`src/rtl/pipe_line_div_pkg.sv`:
```
// Shared types and sizing for the pipelined signed divider.
package mini_core_accel_pkg;

  localparam int DIV_WIDTH   = 8;
  localparam int DIV_LATENCY = DIV_WIDTH + 2;

  // One pipeline slot: control flags plus the restoring-division working set.
  typedef struct packed {
    logic                 valid;
    logic                 neg_q;
    logic                 neg_r;
    logic                 div_zero;
    logic                 overflow;
    logic [DIV_WIDTH-1:0] dividend_orig;
    logic [DIV_WIDTH-1:0] divisor_abs;
    logic [DIV_WIDTH:0]   partial_rem;
    logic [DIV_WIDTH-1:0] quo_acc;
    logic [DIV_WIDTH-1:0] dividend_shift;
  } t_div_stage;

  // Unsigned magnitude; the most negative value maps to 2^(WIDTH-1).
  function automatic logic [DIV_WIDTH-1:0] div_abs(input logic [DIV_WIDTH-1:0] v);
    return v[DIV_WIDTH-1] ? (~v + 1'b1) : v;
  endfunction

endpackage

```
`src/rtl/pipe_line_div_if.sv`:
```
// Start/ready handshake bundle shared with the pipelined multiplier.
interface pipe_line_div_if;
  import mini_core_accel_pkg::*;

  logic                 start;
  logic [DIV_WIDTH-1:0] dividend;
  logic [DIV_WIDTH-1:0] divisor;
  logic                 ready;
  logic [DIV_WIDTH-1:0] quotient;
  logic [DIV_WIDTH-1:0] remainder;

  modport master (output start, dividend, divisor, input ready, quotient, remainder);
  modport slave  (input start, dividend, divisor, output ready, quotient, remainder);
endinterface

```
`src/rtl/pipe_line_div_stage.sv`:
```
// One restoring-division iteration followed by its pipeline register.
module div_stage
  import mini_core_accel_pkg::*;
(
  input  logic       clk,
  input  logic       rst_n,
  input  t_div_stage stage_i,
  output t_div_stage stage_o
);

  t_div_stage           stage_d;
  t_div_stage           stage_q;
  logic [DIV_WIDTH:0]   rem_shift;
  logic [DIV_WIDTH+1:0] trial;

  // Shift in the next dividend bit, trial-subtract, keep or restore.
  always_comb begin
    stage_d   = stage_i;
    rem_shift = {stage_i.partial_rem[DIV_WIDTH-1:0], stage_i.dividend_shift[DIV_WIDTH-1]};
    // One extra bit so the borrow is unambiguous for any remainder/divisor pair.
    trial     = {1'b0, rem_shift} - {2'b00, stage_i.divisor_abs};
    if (!trial[DIV_WIDTH+1]) begin
      stage_d.partial_rem = trial[DIV_WIDTH:0];
      stage_d.quo_acc     = {stage_i.quo_acc[DIV_WIDTH-2:0], 1'b1};
    end else begin
      stage_d.partial_rem = rem_shift;
      stage_d.quo_acc     = {stage_i.quo_acc[DIV_WIDTH-2:0], 1'b0};
    end
    stage_d.dividend_shift = {stage_i.dividend_shift[DIV_WIDTH-2:0], 1'b0};
    // Bubbles travel as all-zero slots.
    if (!stage_i.valid) begin
      stage_d = '0;
    end
  end

  // Pipeline register for this iteration.
  always_ff @(posedge clk or negedge rst_n) begin
    if (!rst_n) begin
      stage_q <= '0;
    end else begin
      stage_q <= stage_d;
    end
  end

  assign stage_o = stage_q;

endmodule

```
`src/rtl/pipe_line_div.sv`:
```
// Pipelined signed divider: input capture, WIDTH restoring stages, sign fix-up.
module pipe_line_div
  import mini_core_accel_pkg::*;
(
  input  logic          clk,
  input  logic          rst_n,
  pipe_line_div_if.slave bus
);

  localparam int WIDTH = DIV_WIDTH;

  t_div_stage       in_d;
  t_div_stage       in_q;
  t_div_stage       chain [0:WIDTH];
  t_div_stage       last;
  logic [WIDTH-1:0] quo_mag;
  logic [WIDTH-1:0] rem_mag;
  logic             ready_d, ready_q;
  logic [WIDTH-1:0] quotient_d, quotient_q;
  logic [WIDTH-1:0] remainder_d, remainder_q;

  // Capture operands as magnitudes plus the sign and special-case flags.
  always_comb begin
    in_d = '0;
    if (bus.start) begin
      in_d.valid          = 1'b1;
      in_d.neg_q          = bus.dividend[WIDTH-1] ^ bus.divisor[WIDTH-1];
      in_d.neg_r          = bus.dividend[WIDTH-1];
      in_d.div_zero       = (bus.divisor == '0);
      in_d.overflow       = (bus.dividend == {1'b1, {(WIDTH-1){1'b0}}}) && (bus.divisor == '1);
      in_d.dividend_orig  = bus.dividend;
      in_d.divisor_abs    = div_abs(bus.divisor);
      in_d.dividend_shift = div_abs(bus.dividend);
    end
  end

  // Input register (stage 0).
  always_ff @(posedge clk or negedge rst_n) begin
    if (!rst_n) begin
      in_q <= '0;
    end else begin
      in_q <= in_d;
    end
  end

  assign chain[0] = in_q;

  for (genvar gi = 0; gi < WIDTH; gi++) begin : g_stage
    div_stage u_stage (
      .clk     (clk),
      .rst_n   (rst_n),
      .stage_i (chain[gi]),
      .stage_o (chain[gi+1])
    );
  end

  assign last    = chain[WIDTH];
  assign quo_mag = last.quo_acc;
  assign rem_mag = last.partial_rem[WIDTH-1:0];

  // Restore signs, apply special cases, hold results between valid slots.
  always_comb begin
    ready_d     = last.valid;
    quotient_d  = quotient_q;
    remainder_d = remainder_q;
    if (last.valid) begin
      quotient_d  = last.neg_q ? (~quo_mag + 1'b1) : quo_mag;
      remainder_d = last.neg_r ? (~rem_mag + 1'b1) : rem_mag;
      if (last.div_zero) begin
        quotient_d  = '1;
        remainder_d = last.dividend_orig;
      end else if (last.overflow) begin
        quotient_d  = {1'b1, {(WIDTH-1){1'b0}}};
        remainder_d = '0;
      end
    end
  end

  // Output register.
  always_ff @(posedge clk or negedge rst_n) begin
    if (!rst_n) begin
      ready_q     <= 1'b0;
      quotient_q  <= '0;
      remainder_q <= '0;
    end else begin
      ready_q     <= ready_d;
      quotient_q  <= quotient_d;
      remainder_q <= remainder_d;
    end
  end

  assign bus.ready     = ready_q;
  assign bus.quotient  = quotient_q;
  assign bus.remainder = remainder_q;

endmodule

```
`src/flat_wrapper.sv`:
```
// flat-port wrapper written by rule: the top's interface ports become plain ports
module pipe_line_div_flat import mini_core_accel_pkg::*;
  (clk, rst_n, bus_start, bus_dividend, bus_divisor, bus_ready, bus_quotient, bus_remainder);
  pipe_line_div_if bus_i ();
  input  logic clk;
  input  logic rst_n;
  input wire logic [$bits(bus_i.start)-1:0] bus_start;
  input wire logic [$bits(bus_i.dividend)-1:0] bus_dividend;
  input wire logic [$bits(bus_i.divisor)-1:0] bus_divisor;
  output wire logic [$bits(bus_i.ready)-1:0] bus_ready;
  output wire logic [$bits(bus_i.quotient)-1:0] bus_quotient;
  output wire logic [$bits(bus_i.remainder)-1:0] bus_remainder;
  assign bus_i.start = bus_start;
  assign bus_i.dividend = bus_dividend;
  assign bus_i.divisor = bus_divisor;
  assign bus_ready = bus_i.ready;
  assign bus_quotient = bus_i.quotient;
  assign bus_remainder = bus_i.remainder;
  pipe_line_div u_core (.clk(clk), .rst_n(rst_n), .bus(bus_i));
endmodule
```
`config.mk`:
```
export PLATFORM = sky130hd
export DESIGN_NAME = pipe_line_div_flat
export DESIGN_NICKNAME = d
export VERILOG_FILES = /design/src/rtl/pipe_line_div_pkg.sv /design/src/rtl/pipe_line_div_if.sv /design/src/rtl/pipe_line_div_stage.sv /design/src/rtl/pipe_line_div.sv /design/src/flat_wrapper.sv
export SDC_FILE = /design/constraint.sdc
export NUM_CORES = 1
export LEC_CHECK = 0
export CAP_MARGIN = 20
export CORE_ASPECT_RATIO = 0.8
export CORE_MARGIN = 3
export CORE_UTILIZATION = 40
export CTS_CLUSTER_SIZE = 28
export DETAILED_ROUTE_END_ITERATION = 8
export GPL_ROUTABILITY_DRIVEN = 0
export SLEW_MARGIN = 20
export SYNTH_ARGS = -nofsm -noshare
export SYNTH_HDL_FRONTEND = slang
export SYNTH_SLANG_ARGS = --single-unit
```
`constraint.sdc`:
```
create_clock -name clk -period 6.1 [get_ports clk]
set_clock_uncertainty 0.1 [all_clocks]
set_input_delay 0.915 -clock clk [delete_from_list [all_inputs] [get_ports clk]]
set_output_delay 0.915 -clock clk [all_outputs]
set_load 0.005 [all_outputs]
```
==> results.md <==
- TritonCTS buffer count: 31
- Synth Area in Simple Gates: 16.75%
- Num ports: 36
- Mapped Cells: 1,200
- Switching pwr: 1627 uW
- Final hold violations: 0
- First DRT Iteration DRCs: 367
- CTS sink count: 317
- Area grow syn2layout: 14.66%
- Post-Syn Area: 13,820 um^2
- Worst path arrival time: 1.44 ns
- CP endpoint kind: output pin
- Detailed Place HPWL: 15,720 um
- Post-synthesis sequential area ratio: 57.40%
- H-tree levels: 1
- Post-synth EDFFs: 0
- Die width: 213.8 um
- TritonCTS clock tree: yes
- Worst rel slew slack: 37.62%
- Netlist cell types: 51
- Global-route usage over all layers: 12.74%
- Critical path depth: 1
- Area of the multi-input gates: 5430 um^2
- Post-synthesis compound-gate area fraction: 9.107%
- Maxcap violations: 0
- Vias: 8,008
- Mux share of post-synthesis cell area: 3.467%
- Worst setup SP type: flip-flop
- Root Driver: clkbuf_16
- R2R Path Start: u_core.g_stage[6].u_stage.stage_o[21]
- Longest Clk Path Bufs: 3
- Logic pwr share: 23.6%
- Reg area: 7933 um^2
- Hold WS: 0.09198 ns
- WL final: 22,240 um
- Critical Path Slowest Stage Cell: clkdlybuf4s50_1
- N_diodes: 0
- Largest family of logic cells by synthesized area: simple AND/OR/NAND/NOR gates
- Adder-cell share of the synthesized area: 6.717%
- R2R Setup Slk: 3.80 ns
- Critical path fanouts, max: 2
- Layout cells sized above 1: 6.867%
- # rows: 60
- Most common cell after layout, fill and taps aside: dfrtp_1
- FFs w/ async S/R, synth: 100.0%
- First-pass GRT wire length: 39,240 um
- TNS Setup: 0 ns
- Worst Setup Path Type: reg -> out
- DRT antenna net count: 0
- P_int: 4175 uW
- Cells along the critical path: clkdlybuf4s50_1
- Flops & latches, synth: 317
- Xor and xnor fraction of the mapped netlist area: 3.169%
- Max VDD drop: 0.2430 mV
- Die ar.: 36,830 um^2
- Synth Warn #: 0
- Commonest cells after routing, fill and taps aside: dfrtp_1, and2_1, inv_1
- # port buffers: 35
- Clock power frac: 35.6%
- Switching Fraction: 28.04%
- Via density: 4.624
- Worst skew pair latency: 0.56 ns
- Largest net degree at the start of global routing: 135
- Worst r2r path cells: 6
- Worst-Margin Slew: 0.9357 ns
- Clock transition at path regs: 0.07 ns
- Final period util: 40.27%
- Core area: 33,860 um^2
- Pleak: 0.007617 uW
- PnR worst setup slack: 3.644 ns
- Final max-slew violation count: 0
- Hold Path Class: in -> async
- Worst EP required: 5.08 ns
- Post-cts repair resize count: 0
- # DRC: 0
- Cell family with most CP delay: buffers and inverters
- Mean Syn Cell Area: 11.52 um^2
- Vias in the first global route: 8,125
- Final setup viols: 0
- Place WS: 3.492 ns
- Final net count: 1,332
- Min Clock Period, post-route: 2.456 ns
- WL/cell: 12.84 um
- Highest Clock Rate: 407.1 MHz
- Drt first pass iters: 6
- CP Buf/Inv Count: 1
- Fillcell total: 3,082
- Status: complete, no violations
- Initial antenna violation count: 0
- Post-CTS Setup Bufs: 0
- Initial Util: 40.82%
- Primary FF master, synth: dfrtp_1
- CP max stage delay: 0.53 ns
- Die H: 172.3 um
- Seq pwr share: 40.8%
- Worst R2R End: u_core.g_stage[7].u_stage.stage_o[18]
- RSZ-0062 raised after global routing: no
- Cts hold-fix bufs: 0
- Pwr per Cell Area: 366.2 nW/um^2
- Total grt overflow: 0
-- metal layers --
| layer | share of wire [%] | track usage, % |
|---|---|---|
| met1 | 47 | 17.20 |
| met2 | 47 | 21.29 |
| met3 | 3.4 | 2.485 |
| met4 | 1.9 | 3.303 |
| met5 | 0 | 0 |
-- sequential cells by signal (all words and copies together) (netlist names) --
register,cells
u_core.bus.ready,1
u_core.chain,27
u_core.bus.remainder,8
u_core.bus.quotient,8
u_core.g_stage.u_stage.stage_o,273
-- stage by stage --
step	cell area [um^2]	cells	power (uW)	util (%)
2_1_floorplan	13830	1202	3445	-
3_3_place_gp	14700	1675	3746	43.40
3_5_place_dp	14700	1675	3780	43.40
4_1_cts	15840	1732	5894	46.79
5_1_grt	15850	1732	6164	46.80
6_report	15850	1732	5802	46.80
-- cell type report --
class                           count  area share (%)
Timing Repair Buffer               40           2.582
Tap cell                          465           3.672
Inverter                           92           2.179
Sequential cell                   317           50.06
Clock buffer                       39           5.464
Multi-Input combinational cell    761           34.27
Clock inverter                     18           1.777
-- cells by family after synthesis --
| kind of cell | after synthesis |
|---|---|
| and+or+nand+nor | 405 |
| DFF | 317 |
| AOI/OAI and AO/OA | 186 |
| buffers and inverters | 124 |
| adders and majority gates | 70 |
| xor gates and xnor gates | 50 |
| muxes | 47 |
| other | 1 |
-- worst max-delay path by stage --
stage,from,endpoint,slack (ns)
floorplan,u_core.g_stage[6].u_stage.stage_o[21],u_core.g_stage[7].u_stage.stage_o[22],4.03
global placement,bus_start,u_core.chain[409],3.54
detailed placement,bus_start,u_core.chain[409],3.49
CTS,u_core.bus.quotient[1],bus_quotient[1],3.60
global route,u_core.bus.quotient[1],bus_quotient[1],3.57
finish,u_core.bus.quotient[1],bus_quotient[1],3.64
-- power groups by stage --
stage / logic, uW / clock network [uW] / registers, uW
global route: 1540 / 2240 / 2390
floorplan: 1080 / 0 / 2360
CTS: 1380 / 2140 / 2370
global placement: 1340 / 0 / 2400
detailed placement: 1370 / 0 / 2410
finish: 1370 / 2070 / 2370
-- cells in the mapped netlist, types with 2 or more instances --
library cell,number,area [um^2]
a21bo_2,4,40.04
nor4_1,5,31.28
a211oi_1,8,60.06
or3_1,7,43.79
a21boi_0,10,75.07
xor2_1,17,148.9
a31o_2,6,52.55
dfrtp_1,317,7933
a21o_1,20,150.1
o311a_1,3,30.03
xnor2_1,33,289.0
o21ai_0,34,170.2
a21oi_1,53,265.3
a22oi_1,3,22.52
nand3_1,11,55.05
o31ai_1,15,112.6
nor3_1,5,25.02
a21oi_2,4,35.03
o221ai_1,6,52.55
fa_1,7,140.1
nand2b_1,12,75.07
o21bai_1,7,52.55
and2_1,219,1370
and4_1,4,35.03
nand3b_1,5,37.54
nand2_1,24,90.09
nor2b_1,32,200.2
mux2_2,7,78.83
nor2_1,66,247.7
and3_1,10,62.56
inv_1,92,345.3
o311ai_0,2,17.52
nand4_1,3,18.77
mux2i_1,40,400.4
ha_1,63,788.3
clkbuf_1,31,116.4
(Power assumes the default switching activity.)
